## config.mk

```make
export PLATFORM = sky130hd
export DESIGN_NAME = ecc_secded_decoder
export DESIGN_NICKNAME = d
export VERILOG_FILES = /design/src/rtl/ecc_secded_decoder.sv
export SDC_FILE = /design/constraint.sdc
export NUM_CORES = 1
export LEC_CHECK = 0
export CORE_UTILIZATION = 34
export CTS_CLUSTER_SIZE = 8
export DETAILED_ROUTE_END_ITERATION = 8
export PLACE_DENSITY = 0.67
export SYNTH_ARGS = -nofsm -noshare
export SYNTH_HDL_FRONTEND = slang
export SYNTH_SLANG_ARGS = --single-unit
```

## constraint.sdc

```tcl
create_clock -name clk -period 14.3 [get_ports clk]
set_input_delay 3.575 -clock clk [delete_from_list [all_inputs] [get_ports clk]]
set_output_delay 3.575 -clock clk [all_outputs]
set_load 0.005 [all_outputs]
```

## src/rtl/ecc_secded_decoder.sv

```systemverilog
// Two-stage Hamming(72,64) SEC-DED decoder with valid/ready flow control and saturating error counters.
// Optional first-error capture log is enabled by defining ECC_DEC_ERR_LOG_EN.
module ecc_secded_decoder #(
    parameter int CNT_WIDTH = 16
) (
    input  logic                 clk,
    input  logic                 rst,
    input  logic                 in_valid,
    output logic                 in_ready,
    input  logic [63:0]          in_data,
    input  logic [7:0]           in_ecc,
    output logic                 out_valid,
    input  logic                 out_ready,
    output logic [63:0]          out_data,
    output logic                 single_error,
    output logic                 double_error,
    output logic [6:0]           error_position,
    output logic [7:0]           syndrome,
    input  logic                 cnt_clr,
    output logic [CNT_WIDTH-1:0] ce_count,
    output logic [CNT_WIDTH-1:0] ue_count
`ifdef ECC_DEC_ERR_LOG_EN
    ,
    input  logic                 log_clr,
    output logic                 log_valid,
    output logic                 log_ue,
    output logic [7:0]           log_syndrome,
    output logic [63:0]          log_data
`endif
);

    // Codeword position of each data bit: the non-powers-of-two from 3 upward.
    function automatic logic [63:0][6:0] gen_dpos();
        logic [63:0][6:0] tab;
        int               cnt;
        tab = '0;
        cnt = 0;
        for (int n = 3; n < 72; n++) begin
            if ((n & (n - 1)) != 0) begin
                tab[cnt[5:0]] = 7'(n);
                cnt++;
            end
        end
        return tab;
    endfunction

    function automatic logic [6:0][63:0] gen_mask();
        logic [63:0][6:0] dp;
        logic [6:0][63:0] m;
        dp = gen_dpos();
        m  = '0;
        for (int k = 0; k < 64; k++) begin
            for (int i = 0; i < 7; i++) begin
                m[i][k] = dp[k][i];
            end
        end
        return m;
    endfunction

    localparam logic [63:0][6:0] DPOS  = gen_dpos();
    localparam logic [6:0][63:0] CMASK = gen_mask();

    logic        s1_valid_q, s1_valid_d;
    logic [63:0] s1_data_q, s1_data_d;
    logic [7:0]  s1_syn_q, s1_syn_d;

    logic        out_valid_q, out_valid_d;
    logic [63:0] out_data_q, out_data_d;
    logic [63:0] raw_q, raw_d;
    logic        se_q, se_d;
    logic        de_q, de_d;
    logic [6:0]  pos_q, pos_d;
    logic [7:0]  syn_q, syn_d;

    logic [CNT_WIDTH-1:0] ce_q, ce_d;
    logic [CNT_WIDTH-1:0] ue_q, ue_d;

    logic       s2_free, in_ready_w, fire;
    logic [6:0] s_calc;
    logic       p_calc;
    logic [6:0] s;
    logic [63:0] c_data;
    logic        c_se, c_de;
    logic [6:0]  c_pos;

    assign s2_free    = !out_valid_q || out_ready;
    assign in_ready_w = !s1_valid_q || s2_free;
    assign in_ready   = in_ready_w && !rst;
    assign fire       = out_valid_q && out_ready;
    assign s          = s1_syn_q[6:0];

    always_comb begin
        s_calc = '0;
        for (int i = 0; i < 7; i++) begin
            s_calc[i] = (^(in_data & CMASK[i])) ^ in_ecc[i];
        end
        p_calc = ^{in_data, in_ecc};
    end

    always_comb begin
        s1_valid_d = s1_valid_q;
        s1_data_d  = s1_data_q;
        s1_syn_d   = s1_syn_q;
        if (in_ready_w) begin
            s1_valid_d = in_valid;
            if (in_valid) begin
                s1_data_d = in_data;
                s1_syn_d  = {p_calc, s_calc};
            end
        end
    end

    // Classification: odd overall parity means one flipped bit, whose codeword position is s.
    always_comb begin
        c_data = s1_data_q;
        c_se   = 1'b0;
        c_de   = 1'b0;
        c_pos  = '0;
        if (s1_syn_q[7]) begin
            if (s == 7'd0) begin
                c_se  = 1'b1;
                c_pos = 7'd71;
            end else if (s > 7'd71) begin
                c_de = 1'b1;
            end else if ((s & (s - 7'd1)) == 7'd0) begin
                c_se = 1'b1;
                for (int i = 0; i < 7; i++) begin
                    if (s == 7'(1 << i)) c_pos = 7'(64 + i);
                end
            end else begin
                c_se = 1'b1;
                for (int k = 0; k < 64; k++) begin
                    if (DPOS[k] == s) begin
                        c_data[k] = ~s1_data_q[k];
                        c_pos     = 7'(k);
                    end
                end
            end
        end else if (s != 7'd0) begin
            c_de = 1'b1;
        end
    end

    always_comb begin
        out_valid_d = out_valid_q;
        out_data_d  = out_data_q;
        raw_d       = raw_q;
        se_d        = se_q;
        de_d        = de_q;
        pos_d       = pos_q;
        syn_d       = syn_q;
        if (s2_free) begin
            out_valid_d = s1_valid_q;
            if (s1_valid_q) begin
                out_data_d = c_data;
                raw_d      = s1_data_q;
                se_d       = c_se;
                de_d       = c_de;
                pos_d      = c_pos;
                syn_d      = s1_syn_q;
            end
        end
    end

    // A clear that lands on a counted beat leaves that beat counted.
    always_comb begin
        ce_d = ce_q;
        ue_d = ue_q;
        if (cnt_clr) begin
            ce_d = (fire && se_q) ? CNT_WIDTH'(1) : '0;
            ue_d = (fire && de_q) ? CNT_WIDTH'(1) : '0;
        end else begin
            if (fire && se_q && (ce_q != '1)) ce_d = ce_q + CNT_WIDTH'(1);
            if (fire && de_q && (ue_q != '1)) ue_d = ue_q + CNT_WIDTH'(1);
        end
    end

    always_ff @(posedge clk or posedge rst) begin
        if (rst) begin
            s1_valid_q  <= 1'b0;
            s1_data_q   <= '0;
            s1_syn_q    <= '0;
            out_valid_q <= 1'b0;
            out_data_q  <= '0;
            raw_q       <= '0;
            se_q        <= 1'b0;
            de_q        <= 1'b0;
            pos_q       <= '0;
            syn_q       <= '0;
            ce_q        <= '0;
            ue_q        <= '0;
        end else begin
            s1_valid_q  <= s1_valid_d;
            s1_data_q   <= s1_data_d;
            s1_syn_q    <= s1_syn_d;
            out_valid_q <= out_valid_d;
            out_data_q  <= out_data_d;
            raw_q       <= raw_d;
            se_q        <= se_d;
            de_q        <= de_d;
            pos_q       <= pos_d;
            syn_q       <= syn_d;
            ce_q        <= ce_d;
            ue_q        <= ue_d;
        end
    end

    assign out_valid      = out_valid_q;
    assign out_data       = out_data_q;
    assign single_error   = se_q;
    assign double_error   = de_q;
    assign error_position = pos_q;
    assign syndrome       = syn_q;
    assign ce_count       = ce_q;
    assign ue_count       = ue_q;

`ifdef ECC_DEC_ERR_LOG_EN
    logic        log_valid_q, log_valid_d;
    logic        log_ue_q, log_ue_d;
    logic [7:0]  log_syn_q, log_syn_d;
    logic [63:0] log_data_q, log_data_d;
    logic        log_cap;

    assign log_cap = fire && (se_q || de_q) && (!log_valid_q || log_clr);

    always_comb begin
        log_valid_d = log_valid_q;
        log_ue_d    = log_ue_q;
        log_syn_d   = log_syn_q;
        log_data_d  = log_data_q;
        if (log_cap) begin
            log_valid_d = 1'b1;
            log_ue_d    = de_q;
            log_syn_d   = syn_q;
            log_data_d  = raw_q;
        end else if (log_clr) begin
            log_valid_d = 1'b0;
        end
    end

    always_ff @(posedge clk or posedge rst) begin
        if (rst) begin
            log_valid_q <= 1'b0;
            log_ue_q    <= 1'b0;
            log_syn_q   <= '0;
            log_data_q  <= '0;
        end else begin
            log_valid_q <= log_valid_d;
            log_ue_q    <= log_ue_d;
            log_syn_q   <= log_syn_d;
            log_data_q  <= log_data_d;
        end
    end

    assign log_valid    = log_valid_q;
    assign log_ue       = log_ue_q;
    assign log_syndrome = log_syn_q;
    assign log_data     = log_data_q;
`endif

endmodule

```

Yosys cells after proc, flatten, opt, wreduce, memory -nomap -nowiden
Cells that the tools add are included.
{"block": "op_classes", "n_mul": 0, "bitwise": 72, "div": 0, "n_addsub": 3, "reduce_logical": 26, "mux": 155, "magnitude_cmp": 1, "shift": 0, "n_eq_ne": 73}
{"operator": "$mux 7", "n": 73}
{"operator": "$reduce_xor 64->1", "n": 7}
{"operator": "$mux 64", "n": 4}
{"operator": "$eq 6x7->1 const A", "n": 31}
{"operator": "$eq 5x7->1 const A", "n": 15}
{"operator": "$mux 1", "n": 74}
{"operator": "$reduce_xor 72->1", "n": 1}
{"operator": "$mux 16", "n": 4}
{"operator": "$not 1->1", "n": 64}
{"operator": "$eq 4x7->1 const A", "n": 7}
{"operator": "$eq 7x7->1 const A", "n": 7}
{"operator": "$add 16x1->16 const B", "n": 2}
{"operator": "$ne 16x16->1 const B", "n": 2}
{"operator": "$eq 3x7->1 const A", "n": 3}
{"operator": "$logic_not 7->1", "n": 2}
{"operator": "$and 7x7->7", "n": 1}
{"operator": "$eq 2x7->1 const A", "n": 1}
{"operator": "$eq 7x1->1 const B", "n": 1}
{"operator": "$eq 7x2->1 const B", "n": 1}
{"operator": "$eq 7x3->1 const B", "n": 1}
{"operator": "$eq 7x4->1 const B", "n": 1}
{"operator": "$eq 7x5->1 const B", "n": 1}
{"operator": "$eq 7x6->1 const B", "n": 1}
{"operator": "$eq 7x7->1 const B", "n": 1}
{"operator": "other kinds (9)", "n": 25}
{"block": "word_totals", "regBits": 187, "ramBits": 0, "latchBits": 0, "elab_cells": 341, "inputBits": 77, "output_inout_bits": 115, "n_memories": 0, "romBits": 0}

Logic depth before layout (Yosys ltp)
{"block": "logic_depth", "word_depth": 68, "depth_mapped": 11, "mapped_depth_nobuf": 8}

Least setup slack after synthesis
Ideal clock, no wire load.
{"block": "synth_path", "kind": "input port to output port", "startpoint": "input out_ready", "endpoint": "output in_ready", "required_ns": 10.725, "stages": 2, "n_path_buf": 0, "arrival_time_ns": 3.781, "setup_slack_ns": 6.944, "path_cell_list": "nor2b_1 > a21oi_1"}
{"block": "synth_between", "elab_chain_len": 3}
{"element": "from (decl)", "line": "13", "text": "input logic out_ready,"}
{"element": "$logic_or 1x1->1", "line": "86", "text": "assign s2_free = !out_valid_q || out_ready;"}
{"element": "$logic_or 1x1->1", "line": "87", "text": "assign in_ready_w = !s1_valid_q || s2_free;"}
{"element": "$logic_and 1x1->1", "line": "88", "text": "assign in_ready = in_ready_w && !rst;"}
{"element": "to (decl)", "line": "9", "text": "output logic in_ready,"}
Every way passes these cells.

Final worst setup path
Ends and elaborated chain as after synthesis.

==> run_results.csv <==
group,metric,value,unit
hold_path,hold-path-cell-count,2,
grt,grt_pass1_wl,47000,um
final_layout,syn_to_final_growth,27.0,%
clock_tree,cts_sinks,187,
grt,antenna_found_initial,4,
clock_tree,post_cts_resized,0,
status,status,"complete, no violations",
timing,final.setup.tns,0,ns
clock_tree,numCtsBuffers,17,
synth,ys_async_sr_fraction,1.00,
hold_path,hp-start,"out_data[40]",
pwr,vdd_drop_max,0.109,mV
final_layout,final_util,0.442,
synth,ys_types,64,
detailed_routing,drt-vias-per-instance,5.09,
timing,finalMaxSlewViolations,0,
die,rows,63,
final_layout,multi_input_area,5450,um2
flow_run,drv_cap,0,
clock_tree,root_buffer,"clkbuf_16",
die,core_area,29900,um2
detailed_routing,first_iter_violations,688,
synth,netlist_instances,1061,
timing,period_share,0.588,
timing,rsz0062_at_grt,"no",
clock_tree,clockBufferDepth,2,
die,die_x,177,um
critical_path,crit_path_end_kind,"output pin",
final_layout,drive_gt1_frac,0.101,
synth,synth_nets,1140,
synth,syn_avg_cell_area,9.79,um2
clock_tree,ctsHoldBuffers,0,
synth,synth_seq_cells,187,
grt,overflow,0,
critical_path,reg2reg_slack,10.46,ns
pwr,power.density,155,nW/um2
critical_path,critical_path.max_fanout,5,
detailed_routing,vias,8264,
hold_path,hold-path-endpoint,"out_data[40]",
clock_tree,htreeDepth,4,
grt,grt_pass1_vias,8076,
placed_design,dp_hpwl,22400,um
synth,synth_top_area_frac,0.450,
timing,hold_viol_final,0,
critical_path,start_kind,"input port",
detailed_routing,dr.pass1.iters,5,
timing,worstMarginPinSlew,1.22,ns
clock_tree,clk_pin_slew,0.06,ns
timing,max_slew_margin,0.187,
die,ios,192,
synth,yosys_warnings,0,
die,die_area,31300,um2
grt,grt_max_degree,85,
detailed_routing,ant_nets,0,
placed_design,gp_congestion,0.928,
synth,synth_edf_count,0,
hold_path,hold_class,"flip-flop to flip-flop",
die,die_h,177,um
synth,yosysTopAreaCell,"dfrtp_1",
timing,max_freq,0.119,GHz
synth,synth_area_leaders,"dfrtp_1 (45%), xnor2_1 (14%), mux2_2 (7.5%), nand2_1 (5.2%), xor2_1 (5.1%)",
placed_design,place.port_buffers,191,
synth,ys.flop_type,"dfrtp_1",
detailed_routing,avgRoutedWirePerCell,18.7,um
critical_path,worstSetupPathType,"input port to output pin",
pwr,p_leak,4.99,nW
timing,fin_worst_skew,0.0151,ns
synth,netlist_area,10400,um2
detailed_routing,drcViolationCount,0,
grt,gr-usage-all-layers,0.198,
detailed_routing,routed_wl,30400,um
clock_tree,clkLatencyLatePin,0.44,ns
clock_tree,cts_tree,"done",
critical_path,reg2reg_to,"out_data[27]",
timing,finalCriticalPeriod,8.41,ns
final_layout,n_fill_cell,2869,
timing,finalSetupViolCount,0,
critical_path,r2r_start,"s1_syn_q[0]",
final_layout,regArea,4680,um2
clock_tree,post-cts-setup-buffers,0,
die,start_util,0.348,
critical_path,crit_arrival,4.84,ns
final_layout,nets,1300,
synth,synth-seq-area-share,0.450,
critical_path,required,10.72,ns
critical_path,rr_worst_depth,7,
## worst max path at each step
stage,cells past startpoint,slack (ns),to,startpoint
2_1_floorplan,1,5.64,ce_count[0],rst
3_5_place_dp,4,5.89,in_ready,out_ready
4_1_cts,4,5.88,in_ready,out_ready
5_1_grt,4,5.79,in_ready,out_ready
6_report,4,5.89,in_ready,out_ready
3_3_place_gp,4,5.89,in_ready,out_ready
## cell usage in the layout (no fill, tap or decap), drive strengths merged, types with 8 or more instances in the layout
cell type / count
nand3: 24
nor2b: 12
inv: 12
nor3: 19
dfrtp: 187
nand2b: 14
xnor2: 165
mux2: 69
nand2: 145
clkbuf: 17
xor2: 60
nor2: 78
nand4: 8
a21oi: 25
o21ai: 98
clkdlybuf4s50: 191
or3: 9
## synthesized netlist by cell type, drive strengths merged, types with 3 or more instances
cell type and instances:
xnor3 4, o22ai 3, nor4bb 3, nand3 24
xor2 60, or2 4, or3 9, mux2 69
o21ai 98, a21oi 25, a31oi 4, a211oi 3
nor3b 5, nand2b 14, xnor2 165, nand4 8
nand2 145, dfrtp 187, buf 22, o31ai 4
and3 7, nor4 5, nor3 19, nor2b 12
inv 9, nor2 78, clkbuf 35, and2 4
o32ai 4
## flip-flops by register name, indices dropped and copies added (netlist names)
name / count
out_data: 64
s1_data_q: 64
ce_count: 16
ue_count: 16
s1_syn_q: 8
syndrome: 8
error_position: 7
double_error: 1
out_valid: 1
s1_valid_q: 1
single_error: 1
## metal layers
metal / wire [um] / part of all wire / up-vias / global-route usage
met5: 24 / 0.00079 / - / 0
met4: 343 / 0.011 / 4 / 0.0460
met3: 2150 / 0.071 / 31 / 0.0460
met2: 13500 / 0.44 / 337 / 0.298
met1: 14400 / 0.47 / 4001 / 0.286
li1: - / - / 3891 / -
## per-stage QoR
step | hold WS [ns] | area (um2) | instances | power (mW) | setup slack (ns)
final | 0.477 | 13200 | 1622 | 2.05 | 5.89
after global placement | 0.460 | 12600 | 1592 | 1.58 | 5.89
after floorplan | 0.471 | 10400 | 1061 | 1.26 | 5.64
after global routing | 0.505 | 13200 | 1621 | 2.16 | 5.79
after CTS | 0.481 | 13200 | 1621 | 2.06 | 5.88
after detailed placement | 0.466 | 12600 | 1592 | 1.58 | 5.89
## worst max-delay path, stage by stage
cell,delay [ns]
clkdlybuf4s50_1,0.53
nor2b_1,0.08
a21oi_1,0.15
clkdlybuf4s50_1,0.51
## cell type report
cell class                 instances  share of cell area
timing repair buffer             198               0.149
inverter                          10             0.00322
clock buffer                      17              0.0322
sequential                       187               0.355
multi-input combinational        807               0.413
clock inverter                    12              0.0109
antenna                            1            0.000190
tap                              390              0.0370
## report_power, final
group	internal [mW]	leakage, nW	switching (mW)
Sequential	0.628	2.32	0.105
Combinational	0.396	2.41	0.452
Clock	0.258	0.262	0.213
Total	1.28	4.99	0.769
## logic make-up after synthesis
family                   after synthesis  synth area share
XOR/XNOR                             229             0.198
buffers and inverters                 67            0.0265
multiplexers                          70            0.0757
flip-flops                           187             0.450
AO/OA/AOI/OAI                        162            0.0919
AND/OR/NAND/NOR                      344             0.155
adder cells (fa/ha/maj)                2           0.00241
No activity file was read; power rests on OpenSTA's default activity.
